**src/rtl/score_display_pkg.sv**
```systemverilog
// score_display_pkg: shared types, constants and helpers for the score display
package score_display_pkg;
  typedef enum logic [1:0] {IDLE, SHIFT, COMMIT} state_t;
  localparam logic [6:0] SEG_BLANK = 7'h7F;
  localparam int NUM_DIGITS = 5;
  function automatic logic [6:0] seg_decode(input logic [3:0] d);
    case (d)
      4'd0: return 7'h40;
      4'd1: return 7'h79;
      4'd2: return 7'h24;
      4'd3: return 7'h30;
      4'd4: return 7'h19;
      4'd5: return 7'h12;
      4'd6: return 7'h02;
      4'd7: return 7'h78;
      4'd8: return 7'h00;
      4'd9: return 7'h10;
      default: return SEG_BLANK;
    endcase
  endfunction
  function automatic logic [19:0] add3(input logic [19:0] a);
    logic [19:0] r;
    for (int i = 0; i < NUM_DIGITS; i++)
      r[i*4 +: 4] = a[i*4 +: 4] >= 4'd5 ? a[i*4 +: 4] + 4'd3 : a[i*4 +: 4];
    return r;
  endfunction
endpackage

```
**src/rtl/bin2bcd_seq.sv**
```systemverilog
// bin2bcd_seq: iterative double-dabble converter committing all five digits at once
module bin2bcd_seq
  import score_display_pkg::*;
(
  input  logic        clk,
  input  logic        rst,
  input  logic [15:0] bin,
  output logic        busy,
  output logic [19:0] bcd
);
  state_t state;
  logic [1:0] rst_sync;
  logic [15:0] sreg, cap, last_score;
  logic [19:0] acc, acc_adj;
  logic [3:0] cnt;
  assign acc_adj = add3(acc);
  always_ff @(posedge clk or negedge rst)
    if (!rst) rst_sync <= '0;
    else rst_sync <= {rst_sync[0], 1'b1};
  // cap keeps the original value because sreg is consumed by the shifting
  always_ff @(posedge clk or negedge rst)
    if (!rst) begin
      state <= IDLE;
      busy <= 1'b0;
      bcd <= '0;
      sreg <= '0;
      cap <= '0;
      last_score <= '0;
      acc <= '0;
      cnt <= '0;
    end else begin
      case (state)
        IDLE:
          if (rst_sync[1] && bin != last_score) begin
            sreg <= bin;
            cap <= bin;
            acc <= '0;
            cnt <= '0;
            busy <= 1'b1;
            state <= SHIFT;
          end
        SHIFT: begin
          {acc, sreg} <= {acc_adj[18:0], sreg, 1'b0};
          cnt <= cnt + 4'd1;
          if (cnt == 4'd15) begin
            busy <= 1'b0;
            state <= COMMIT;
          end
        end
        COMMIT: begin
          bcd <= acc;
          last_score <= cap;
          state <= IDLE;
        end
        default: state <= IDLE;
      endcase
    end
endmodule

```
**src/rtl/score_display.sv**
```systemverilog
// score_display: binary score to BCD plus multiplexed seven-segment scanner
module score_display
  import score_display_pkg::*;
#(
  parameter int REFRESH_DIV = 100_000,
  parameter bit BLANK_LZ = 1'b1
) (
  input  logic        clk,
  input  logic        rst,
  input  logic [15:0] score,
  output logic [19:0] bcd,
  output logic        busy,
  output logic [7:0]  an,
  output logic [6:0]  seg,
  output logic        dp
);
  localparam int CW = $clog2(REFRESH_DIV);
  logic [CW-1:0] rcnt;
  logic [2:0] idx, idx_n;
  logic wrap, load, blank;
  logic [3:0] nib;
  bin2bcd_seq u_conv (
    .clk(clk),
    .rst(rst),
    .bin(score),
    .busy(busy),
    .bcd(bcd)
  );
  assign dp = 1'b1;
  // an==FF only right after reset; loading then starts a full first dwell
  always_comb begin
    wrap = rcnt == CW'(REFRESH_DIV - 1);
    load = wrap || an == 8'hFF;
    idx_n = wrap ? (idx == 3'(NUM_DIGITS - 1) ? 3'd0 : idx + 3'd1) : idx;
    nib = 4'(bcd >> {idx_n, 2'b00});
    blank = BLANK_LZ && idx_n != 3'd0 && (bcd >> {idx_n, 2'b00}) == 20'd0;
  end
  always_ff @(posedge clk or negedge rst)
    if (!rst) begin
      rcnt <= '0;
      idx <= '0;
      an <= 8'hFF;
      seg <= SEG_BLANK;
    end else begin
      rcnt <= load ? '0 : rcnt + CW'(1);
      idx <= idx_n;
      if (load) begin
        an <= {3'b111, ~(5'b1 << idx_n)};
        seg <= blank ? SEG_BLANK : seg_decode(nib);
      end
    end
endmodule

```
**config.mk**
```make
export PLATFORM = sky130hd
export DESIGN_NAME = score_display
export DESIGN_NICKNAME = d
export VERILOG_FILES = /design/src/rtl/score_display_pkg.sv /design/src/rtl/bin2bcd_seq.sv /design/src/rtl/score_display.sv
export SDC_FILE = /design/constraint.sdc
export NUM_CORES = 1
export LEC_CHECK = 0
export BUFFER_PORTS_ARGS = -buffer_cell sky130_fd_sc_hd__buf_2
export CORE_UTILIZATION = 60
export DETAILED_ROUTE_END_ITERATION = 7
export PLACE_DENSITY = 0.83
export SKIP_CTS_REPAIR_TIMING = 1
export SLEW_MARGIN = 20
export SYNTH_ARGS = -nofsm -noshare
export SYNTH_HDL_FRONTEND = slang
export SYNTH_SLANG_ARGS = --single-unit
```
**constraint.sdc**
```tcl
create_clock -name clk -period 7 [get_ports clk]
set_input_delay 1.05 -clock clk [delete_from_list [all_inputs] [get_ports clk]]
set_output_delay 1.05 -clock clk [all_outputs]
set_load 0.03 [all_outputs]
```
# Yosys cells after proc, flatten, opt, wreduce, memory -nomap -nowiden
# Memory sizes are Yosys's and may differ from the RTL's.
# Index checks and enable logic that the tools add are counted.
[totals]
reg_bits = 129
mem_bits_ro = 112
out_inout_bits = 37
memories = 1
[classes]
add_sub_neg = 8
n_lt_le_gt_ge = 5
n_eq_ne = 9
shifts = 2
muxes = 21
n_bitwise = 1
n_reduce_logical = 11
[mem_list]
columns = ["name", "words", "word_bits", "read_ports", "rd_clocked_by_memory_dff", "write_ports", "line_no", "text"]
rows = [
  ["(no name shown)", 16, 7, 1, 0, 0, "score_display_pkg.sv:7", "case (d)"],
]
[ops]
columns = ["cell", "count"]
rows = [
  ["20-bit one-hot mux with 2 select lines", 1],
  ["16-bit one-hot mux with 2 select lines", 1],
  ["4-bit by 3-bit greater-or-equal comparator with 1-bit output (second input constant)", 5],
  ["20-bit zero test", 1],
  ["20-bit two-way mux", 1],
  ["4-bit two-way mux", 5],
  ["20-bit by 5-bit right shift with 20-bit output", 1],
  ["17-bit by 1-bit adder with 17-bit output (second input constant)", 1],
  ["17-bit equality test (second input constant)", 1],
  ["17-bit two-way mux", 1],
  ["4-bit by 2-bit adder with 4-bit output (second input constant)", 4],
  ["16-bit two-way mux", 1],
  ["16-bit != test", 1],
  ["3-bit two-way mux", 3],
  ["4-bit one-hot mux with 2 select lines", 1],
  ["7-bit two-way mux", 1],
  ["2-bit AND reduction", 3],
  ["5-bit equality test (second input constant)", 1],
  ["5-bit NOT", 1],
  ["1-bit by 3-bit left shift with 5-bit output (first input constant)", 1],
  ["4-bit by 1-bit adder with 4-bit output (second input constant)", 1],
  ["4-bit equality test (second input constant)", 1],
  ["2-bit two-way mux", 2],
  ["2-bit by 1-bit != test with 1-bit output (second input constant)", 2],
  ["other kinds (14)", 16],
]

# Longest topological paths before layout
# Gate-level depths: netlist (run 1).
[depth]
word_depth = 7
depth_mapped = 16
depth_no_buf = 15

# Hierarchy
# Synthesis (run 1) repeated with hierarchy kept, for this count alone.
[hier_totals]
cells_unflattened = 565
hier_area_um2 = 6461.2
[modules_own_cells]
columns = ["module", "n_inst", "cells_per_inst", "area_per_inst_um2", "seq_area_each_um2"]
rows = [
  ["bin2bcd_seq", 1, 339, 4256.6, 2427.3],
  ["score_display", 1, 226, 2204.6, 815.8],
]

# Least setup slack after synthesis (run 1)
# No wires, ideal clock.
[synth_timing]
path_type = "register -> register"
from = "register idx[0]"
to = "register seg[4]"
setup_ns = 0.089
t_arrival_ns = 3.565
slack_ns = 3.345
path_stages_with_launch = 17
path_buffers = 1
period_less_slack_ns = 3.655
path_cell_list = "dfrtp_1 > clkbuf_1 > inv_1 > ha_1 > a21oi_1 > mux2i_4 > inv_6 > mux2i_1 > a221oi_1 > or2_2 > inv_1 > ha_1 > o311ai_0 > a221o_1 > a2111oi_4 > a211oi_1 > a211oi_1"
[synth_via]
elab_chain_len = 7
elab_cells_between_ends = 10
cone_classes = "add/sub (1); eq/ne (1); shift (1); mux (3); reduce/logical (3); memory (1)"
[synth_rtl]
columns = ["element", "line_no", "text"]
rows = [
  ["start, declared", "score_display.sv:19", "logic [2:0] idx, idx_n;"],
  ["start signal, assigned", "score_display.sv:46", "idx <= idx_n;"],
  ["3-bit by 1-bit adder with 3-bit output / 3-bit equality test (equally long branches)", "score_display.sv:34", "idx_n = wrap ? (idx == 3'(NUM_DIGITS - 1) ? 3'd0 : idx + 3'd1) : idx;"],
  ["3-bit two-way mux", "score_display.sv:34", ""],
  ["3-bit two-way mux *", "score_display.sv:34", ""],
  ["net idx_n[0]", "score_display.sv:19", ""],
  ["branches (longest 3 deep; another with memory 16 x 7 bit)", "n/a", ""],
  ["7-bit two-way mux *", "score_display.sv:49", "seg <= blank ? SEG_BLANK : seg_decode(nib);"],
  ["end signal, assigned", "score_display.sv:49", ""],
  ["end, declared", "score_display.sv:14", "output logic [6:0] seg,"],
]
# Mark *: on every way through the listed nets, which the timed path passes.
# A chain may end at the register's enable or synchronous reset.

# Worst setup path after layout (run 1)
[layout_timing]
from = "register rcnt[0]"
to = "register seg[4]"
[layout_via]
elab_chain_len = 6
elab_cells_between_ends = 9
cone_classes = "eq/ne (1); shift (1); mux (2); reduce/logical (4); memory (1)"
[layout_rtl]
columns = ["element", "line_no", "text"]
rows = [
  ["start, declared", "score_display.sv:18", "logic [CW-1:0] rcnt;"],
  ["start signal, assigned", "score_display.sv:45", "rcnt <= load ? '0 : rcnt + CW'(1);"],
  ["17-bit equality test *", "score_display.sv:32", "wrap = rcnt == CW'(REFRESH_DIV - 1);"],
  ["3-bit two-way mux *", "score_display.sv:34", ""],
  ["net idx_n[2]", "score_display.sv:19", ""],
  ["branches (longest 3 deep; another with memory 16 x 7 bit)", "n/a", ""],
  ["7-bit two-way mux *", "score_display.sv:49", ""],
]
# Marked as above.

==> impl_table.tex, run 1 <==
\begin{tabular}{lr}
\hline
Metric & Value \\
\hline
\multicolumn{2}{l}{\textbf{Run status}} \\
\quad Result of the run & finished clean \\
\multicolumn{2}{l}{\textbf{Timing}} \\
\quad Final setup violation count & 0 \\
\quad Final Hold Vio Count & 0 \\
\quad Max-slew violation count & 0 \\
\quad Worst-case hold slack & 366 ps \\
\quad Final worst clock skew & 6.74 ps \\
\quad RSZ-0062 raised after global routing & false \\
\quad Minimum clock period after layout & 4600 ps \\
\quad Worst Tran Pin Value & 1030 ps \\
\quad Fin worst setup slack & 2400 ps \\
\quad Maximum operating frequency & 0.217 GHz \\
\quad Portion of the clock cycle consumed by the worst path in the final layout & 65.8\% \\
\quad Setup Total Neg Slack & 0 ps \\
\quad Relative max-transition margin & 31.3\% \\
\multicolumn{2}{l}{\textbf{Synthesis}} \\
\quad Most instantiated flip-flop cell in the synthesis netlist & sky130\_fd\_sc\_hd\_\_dfrtp\_1 \\
\quad Ys async rst share & 100\% \\
\quad Post-synth design cell area & 6460 µm² \\
\quad Number of distinct library cells after synthesis & 65 \\
\quad Parity-gate share of the synthesized area counting xor and xnor cells & 5.29\% \\
\quad Largest family of logic cells by synthesized area & simple AND/OR/NAND/NOR gates \\
\quad Cell types occupying the most area after synthesis & sky130\_fd\_sc\_hd\_\_dfrtp\_1 45\%, sky130\_fd\_sc\_hd\_\_mux2\_2 8.0\%, sky130\_fd\_sc\_hd\_\_nand2\_1 5.0\%, sky130\_fd\_sc\_hd\_\_dfstp\_2 4.9\%, sky130\_fd\_sc\_hd\_\_xnor2\_1 3.9\% \\
\quad Synthesized netlist cell count & 611 \\
\quad Share of synthesized area occupied by flip-flops and latches & 50.2\% \\
\quad Cell accounting for the most synthesized area & sky130\_fd\_sc\_hd\_\_dfrtp\_1 \\
\quad EDFF count, synth & 0 \\
\quad Average instance area after synthesis & 10.6 µm² \\
\quad Flops \& latches, synth & 129 \\
\quad Area share of the largest cell type after synthesis & 45.3\% \\
\quad Compound-Gate Fraction of Synth Area & 12.3\% \\
\quad Multiplexer share of the synthesized area & 10.1\% \\
\quad Adder-Cell Fraction of Synth Area & 3.68\% \\
\quad Count of yosys warnings during synthesis & 0 \\
\quad Simple-Gate Fraction of Synth Area & 15.2\% \\
\multicolumn{2}{l}{\textbf{Setup path}} \\
\quad Critical Path, Cell by Cell & ha\_1 > and4\_1 > nand4\_1 > o21a\_1 > nor2\_2 > inv\_2 > and3\_2 > or2\_2 > inv\_1 > ha\_1 > o311ai\_0 > a221o\_1 > a2111oi\_4 > a211oi\_1 > a211oi\_1 \\
\quad Critical Path End Type & flop \\
\quad Critical Setup Path Class & reg2reg \\
\quad Critical Path Max Stage Delay & 570 ps \\
\quad CP Data Arrival Time & 5050 ps \\
\quad Critical path peak fanout & 12 \\
\quad Worst path slowest cell & sky130\_fd\_sc\_hd\_\_nand4\_1 \\
\quad CP top delay family & simple AND/OR/NAND/NOR gates \\
\quad CP required & 7440 ps \\
\quad Startpoint type of the worst setup path & flop \\
\quad Sum of buffers and inverters on the critical path & 2 \\
\multicolumn{2}{l}{\textbf{Detailed routing}} \\
\quad Initial detailed-routing violation count & 284 \\
\quad Total number of vias & 4899 \\
\quad Remaining antenna violation count & 0 \\
\quad Length of the first detailed-routing pass in iterations & 5 \\
\quad Routed wire length & 14200 µm \\
\quad Via density per instance & 6.03 \\
\quad Average routed wire per standard cell & 17.5 µm \\
\quad Drc violations & 0 \\
\multicolumn{2}{l}{\textbf{Floorplanning}} \\
\quad Starting density of the core & 62.3\% \\
\quad Core region area & 10400 µm² \\
\quad Die width & 106 µm \\
\quad Die Ht & 106 µm \\
\quad Count of pins on the block boundary & 55 \\
\quad Area enclosed by the die boundary & 11200 µm² \\
\quad Placement Rows & 37 \\
\multicolumn{2}{l}{\textbf{Clock network}} \\
\quad Max H-tree Level & 4 \\
\quad Later-pin clock latency in the skew report & 530 ps \\
\quad TritonCTS clock tree & built \\
\quad Clock transition time at the flip-flop clock pins of the worst setup and hold paths & 60 ps \\
\quad Clock root buffer & sky130\_fd\_sc\_hd\_\_clkbuf\_8 \\
\quad Num CTS Buffers & 17 \\
\quad Max clock buf depth & 2 \\
\quad Clock Sink Count & 129 \\
\multicolumn{2}{l}{\textbf{Pwr}} \\
\quad Total power density per cell area & 375 nW/µm² \\
\quad Total power of the final layout & 2.79 mW \\
\quad Leakage power summed over all cells & 3.44 nW \\
\quad VDD IR max & 235 µV \\
\multicolumn{2}{l}{\textbf{Placement}} \\
\quad Dpl hpwl & 9610 µm \\
\quad Post-place setup slack & 2480 ps \\
\quad Port bufs & 50 \\
\quad Final GP Congestion & 0.925 \\
\multicolumn{2}{l}{\textbf{Layout}} \\
\quad Leading cell type in the layout, fill and taps excluded & sky130\_fd\_sc\_hd\_\_dfrtp\_1 \\
\quad Area occupied by multi-input gates & 3040 µm² \\
\quad Proportion of layout cells with a drive suffix above 1 & 24.7\% \\
\quad Count of fill cells added during filler insertion & 696 \\
\quad Flip-flop and latch area & 3240 µm² \\
\quad Post-layout net count & 699 \\
\quad Synthesis-to-layout area growth & 15.2\% \\
\quad Most frequent cells in the layout & 117 x sky130\_fd\_sc\_hd\_\_dfrtp\_1, 86 x sky130\_fd\_sc\_hd\_\_nand2\_1, 49 x sky130\_fd\_sc\_hd\_\_buf\_2, 46 x sky130\_fd\_sc\_hd\_\_mux2\_2, 43 x sky130\_fd\_sc\_hd\_\_nor2\_1 \\
\multicolumn{2}{l}{\textbf{Global routing}} \\
\quad Pin count of the biggest net entering global routing & 76 \\
\quad Number of global-route vias before repair & 4982 \\
\quad Number of antenna violations at the first check in global routing & 1 \\
\quad GR Overflow Total & 0 \\
\quad Global-route wire length before repair & 24400 µm \\
\quad Overall routing resource usage & 28.3\% \\
\multicolumn{2}{l}{\textbf{Run}} \\
\quad Max-Cap Viols & 0 \\
\multicolumn{2}{l}{\textbf{Hold path}} \\
\quad Path class of the lowest-slack min-delay path & reg2reg \\
\hline
\end{tabular}
flip-flops by register name (all words and copies together) (netlist names):
register           flops
u_conv.acc            20
u_conv.bcd            20
rcnt                  17
u_conv.cap            16
u_conv.last_score     16
u_conv.sreg           16
seg                    7
an                     5
u_conv.cnt             4
idx                    3
u_conv.rst_sync        2
u_conv.state           2
u_conv.busy            1
final timing paths:
path                                                    from                           end  slack [ps]  depth (start not counted)
min in group asynchronous                                rst              idx[2]$_DFF_PN0_         570                          1
worst max register to register             rcnt[0]$_DFF_PN0_            seg[4]$_DFFE_PN1N_        2400                         15
max in group asynchronous                                rst    u_conv.acc[19]$_DFFE_PN0P_        5040                          2
worst min register to register  u_conv.rst_sync[0]$_DFF_PN0_  u_conv.rst_sync[1]$_DFF_PN0_         370                          0
worst max-delay path                       rcnt[0]$_DFF_PN0_            seg[4]$_DFFE_PN1N_        2400                         15
worst min-delay path            u_conv.rst_sync[0]$_DFF_PN0_  u_conv.rst_sync[1]$_DFF_PN0_         370                          0
logic make-up after synthesis:
family	count (synthesis)
and+or+nand+nor	202
DFF	129
AOI/OAI and AO/OA	115
muxes	57
buffers and inverters	49
xor gates and xnor gates	39
adders and majority gates	19
other	1
cells in the mapped netlist (all sizes together) (15+ instances only):
| library cell | n |
|---|---|
| a21oi | 20 |
| a22oi | 15 |
| clkbuf | 20 |
| dfrtp | 117 |
| ha | 19 |
| inv | 21 |
| mux2 | 46 |
| nand2 | 86 |
| nand3 | 17 |
| nor2 | 44 |
| o21ai | 32 |
| xnor2 | 29 |
stage by stage:
stage          area (µm²)  instances  utilization [%]
3_3_place_gp         6830        779             65.9
2_1_floorplan        6470        615                -
5_1_grt              7440        812             71.7
4_1_cts              7430        811             71.7
6_report             7440        812             71.7
3_5_place_dp         6830        779             65.9
area by class of cell:
| class | count | share of cell area [%] |
|---|---|---|
| Sequential cell | 129 | 43.6 |
| Multi-Input combinational cell | 437 | 40.8 |
| Clock buffer | 21 | 6.04 |
| Timing Repair Buffer | 56 | 4.00 |
| Tap cell | 136 | 2.29 |
| Clock inverter | 11 | 2.07 |
| Inverter | 21 | 1.13 |
| Antenna cell | 1 | 0.0337 |
routing by layer:
metal,track usage [%],wire [µm],up-vias
met5,0,0,-
met4,14.0,325,0
met3,6.68,590,29
met2,46.1,7210,146
met1,35.3,6090,2466
li1,-,-,2258
power by group:
| group | leakage [nW] | switching, mW | internal (mW) |
|---|---|---|---|
| combinational | 1.51 | 0.443 | 0.338 |
| clock | 0.289 | 0.330 | 0.565 |
| sequential | 1.64 | 0.169 | 0.946 |
| total | 3.44 | 0.942 | 1.85 |
(Power assumes the default switching activity.)
==> inputs of run 2 (changes only) <==
- clock period: 7 -> 4.45 ns (I/O delays scaled with it)
==> run 2 against run 1 <==
Compared with the run above: final cell count increased by 0.12%; first-iteration DRC count grew 22%; die area stayed put; utilization barely moved; worst setup slack got worse by 2000 ps; fmax is 13% higher; clock skew down 0.84 ps; clock-buffer cell count increased by 4; via count is 0.84% lower.
==> impl_table.tex, run 2 (same netlist as run 1, synthesis figures left out) <==
\begin{tabular}{lr}
\hline
Metric & Value \\
\hline
\multicolumn{2}{l}{\textbf{Timing}} \\
\quad Final setup violation count & 0 (unchanged) \\
\quad Final worst clock skew & 5.91 ps (-0.837 ps) \\
\quad Worst Tran Pin Value & 1030 ps (+5.97 ps) \\
\quad Maximum operating frequency & 0.246 GHz (+13\%) \\
\quad Max-slew violation count & 0 (unchanged) \\
\quad Fin worst setup slack & 392 ps (-2000 ps) \\
\quad Relative max-transition margin & 31.1\% (-0.23 points) \\
\quad RSZ-0062 raised after global routing & false \\
\quad Final Hold Vio Count & 0 (unchanged) \\
\quad Setup Total Neg Slack & 0 ps (unchanged) \\
\quad Portion of the clock cycle consumed by the worst path in the final layout & 91.2\% (+25 points) \\
\quad Minimum clock period after layout & 4060 ps (-547 ps) \\
\multicolumn{2}{l}{\textbf{Floorplanning}} \\
\quad Die Ht & 106 µm (unchanged) \\
\quad Count of pins on the block boundary & 55 (unchanged) \\
\quad Starting density of the core & 62.3\% (unchanged) \\
\quad Area enclosed by the die boundary & 11200 µm² (unchanged) \\
\quad Placement Rows & 37 (unchanged) \\
\quad Die width & 106 µm (unchanged) \\
\quad Core region area & 10400 µm² (unchanged) \\
\multicolumn{2}{l}{\textbf{Run status}} \\
\quad Result of the run & finished clean \\
\multicolumn{2}{l}{\textbf{Setup path}} \\
\quad Startpoint type of the worst setup path & flop \\
\quad Critical Path Max Stage Delay & 440 ps (-130 ps) \\
\quad Critical Setup Path Class & reg2reg \\
\quad Sum of buffers and inverters on the critical path & 2 (unchanged) \\
\quad CP Data Arrival Time & 4510 ps (-540 ps) \\
\quad Worst path slowest cell & sky130\_fd\_sc\_hd\_\_a2111oi\_4 \\
\quad Critical path peak fanout & 8 (-4) \\
\quad Critical Path, Cell by Cell & ha\_1 > and4\_1 > nand4\_1 > o21a\_1 > nor2\_2 > inv\_2 > and3\_2 > or2\_2 > inv\_1 > ha\_1 > o311ai\_0 > a221o\_1 > a2111oi\_4 > a211oi\_1 > a211oi\_1 \\
\quad Critical Path End Type & flop \\
\quad CP top delay family & compound AO/OA/AOI/OAI gates \\
\quad CP required & 4900 ps (-2540 ps) \\
\multicolumn{2}{l}{\textbf{Layout}} \\
\quad Leading cell type in the layout, fill and taps excluded & sky130\_fd\_sc\_hd\_\_dfrtp\_1 \\
\quad Registers with the most flip-flops & u\_conv.acc x20, u\_conv.bcd x20, rcnt x17 \\
\quad Most frequent cells in the layout & 117 x sky130\_fd\_sc\_hd\_\_dfrtp\_1, 86 x sky130\_fd\_sc\_hd\_\_nand2\_1, 49 x sky130\_fd\_sc\_hd\_\_buf\_2, 46 x sky130\_fd\_sc\_hd\_\_mux2\_2, 43 x sky130\_fd\_sc\_hd\_\_nor2\_1 \\
\quad Post-layout net count & 701 (+0.29\%) \\
\quad Proportion of layout cells with a drive suffix above 1 & 24.8\% (+0.075 points) \\
\quad Synthesis-to-layout area growth & 15.2\% (about the same) \\
\quad Post-layout instance count excluding filler cells & 813 (+0.12\%) \\
\quad Diode insertion count for antenna repair & 0 (-1) \\
\multicolumn{2}{l}{\textbf{Pwr}} \\
\quad VDD IR max & 460 µV (+96\%) \\
\quad Switching pwr & 1.48 mW (+57\%) \\
\quad Switching share of total power & 33.9\% (+0.10 points) \\
\quad Total power of the final layout & 4.38 mW (+57\%) \\
\quad Pint & 2.89 mW (+57\%) \\
\quad Share of power burned in the clock network & 31.6\% (-0.4 points) \\
\quad Register share of total power & 40.2\% (+0.2 points) \\
\quad Total power density per cell area & 588 nW/µm² (+57\%) \\
\quad Power share of the combinational group & 28.2\% (+0.2 points) \\
\quad Leakage power summed over all cells & 3.45 nW (+0.18\%) \\
\multicolumn{2}{l}{\textbf{Global routing}} \\
\quad Global-route wire length before repair & 24100 µm (-1.2\%) \\
\quad Number of global-route vias before repair & 4762 (-4.4\%) \\
\quad Number of antenna violations at the first check in global routing & 0 (-1) \\
\quad Pin count of the biggest net entering global routing & 85 (+12\%) \\
\quad Overall routing resource usage & 28.2\% (-0.037 points) \\
\quad GR Overflow Total & 0 (unchanged) \\
\multicolumn{2}{l}{\textbf{Clock network}} \\
\quad Later-pin clock latency in the skew report & 540 ps (about the same) \\
\quad TritonCTS clock tree & built \\
\quad Clock root buffer & sky130\_fd\_sc\_hd\_\_clkbuf\_8 \\
\quad Max H-tree Level & 4 (unchanged) \\
\quad Clock Sink Count & 129 (unchanged) \\
\quad Num CTS Buffers & 17 (unchanged) \\
\quad Max clock buf depth & 2 (unchanged) \\
\quad Clock transition time at the flip-flop clock pins of the worst setup and hold paths & 60 ps (about the same) \\
\multicolumn{2}{l}{\textbf{Placement}} \\
\quad Post-place setup slack & 393 ps (-2080 ps) \\
\quad Final GP Congestion & 0.930 (+0.51\%) \\
\quad Number of placed instances with taps included & 781 (+0.26\%) \\
\quad Dpl hpwl & 9600 µm (-0.13\%) \\
\quad Port bufs & 50 (unchanged) \\
\multicolumn{2}{l}{\textbf{Detailed routing}} \\
\quad Initial detailed-routing violation count & 347 (+22\%) \\
\quad Remaining antenna violation count & 0 (unchanged) \\
\quad Average routed wire per standard cell & 17.8 µm (+1.7\%) \\
\quad Routed wire length & 14500 µm (+1.8\%) \\
\quad Total number of vias & 4858 (-0.84\%) \\
\quad Via density per instance & 5.98 (-0.96\%) \\
\quad Length of the first detailed-routing pass in iterations & 5 (unchanged) \\
\quad Drc violations & 0 (unchanged) \\
\multicolumn{2}{l}{\textbf{Run}} \\
\quad Max-Cap Viols & 0 (unchanged) \\
\multicolumn{2}{l}{\textbf{Hold path}} \\
\quad Path class of the lowest-slack min-delay path & in2async \\
\hline
\end{tabular}
[run 2: changes by cell type in the layout (fill, tap and decap cells not counted), sizes merged]
| cell | before | now |
|---|---|---|
| clkbuf | 21 | 25 |
| buf | 56 | 58 |
| clkinv | 4 | 2 |
| bufinv | 3 | 2 |
| diode | 1 | 0 |
| inv | 23 | 22 |
[run 2: per-stage QoR]
step                      cell area [µm²]  hold WS [ps]  utilization (%)
after global placement               6850           333             66.0
after CTS                            7440           358             71.7
final                                7440           177             71.8
after detailed placement             6850           342             66.0
after floorplan                      6470           331                -
after global routing                 7440           238             71.8
[run 2: power by group through the flow]
stage / logic (mW) / clock network, mW / registers, mW
global route: 1.37 / 1.44 / 1.80
floorplan: 0.870 / 0 / 1.76
CTS: 1.23 / 1.40 / 1.75
global placement: 1.16 / 0 / 1.74
detailed placement: 1.21 / 0 / 1.76
finish: 1.23 / 1.38 / 1.76
[run 2: path summary, 6_finish.rpt]
path	start	endpoint	slack, ps	cells after the start
min	rst	idx[0]$_DFF_PN0_	180	1
max	rcnt[0]$_DFF_PN0_	seg[6]$_DFFE_PN1N_	390	15
max reg2reg	rcnt[0]$_DFF_PN0_	seg[6]$_DFFE_PN1N_	390	15
min reg2reg	u_conv.rst_sync[0]$_DFF_PN0_	u_conv.rst_sync[1]$_DFF_PN0_	360	0
max in group asynchronous	rst	seg[1]$_DFFE_PN1N_	3430	2
min in group clk	u_conv.rst_sync[0]$_DFF_PN0_	u_conv.rst_sync[1]$_DFF_PN0_	360	0
[run 2: cell type report]
type	instances	area, µm²
sequential	129	3240
multi-input combinational	437	3040
fill	725	2930
clock buffer	25	494
timing repair buffer	58	317
tap	136	170
clock inverter	7	97.6
inverter	21	83.8
[run 2: routing by layer]
metal  part of all wire (%)  track usage (%)  vias to the layer above
met4                    2.3             12.5                        0
met2                     51             45.7                      153
li1                       -                -                     2257
met1                     43             36.1                     2416
met3                    4.4             6.80                       32
met5                      0                0                        -
[run 2: worst register-to-register path, delay by kind of cell (launching register included)]
kind / cells / cell delay [ps]
simple gates: 5 / 1350
fa+ha+maj: 2 / 440
compound gates: 6 / 1550
buf+inv: 2 / 260
flops: 1 / 380
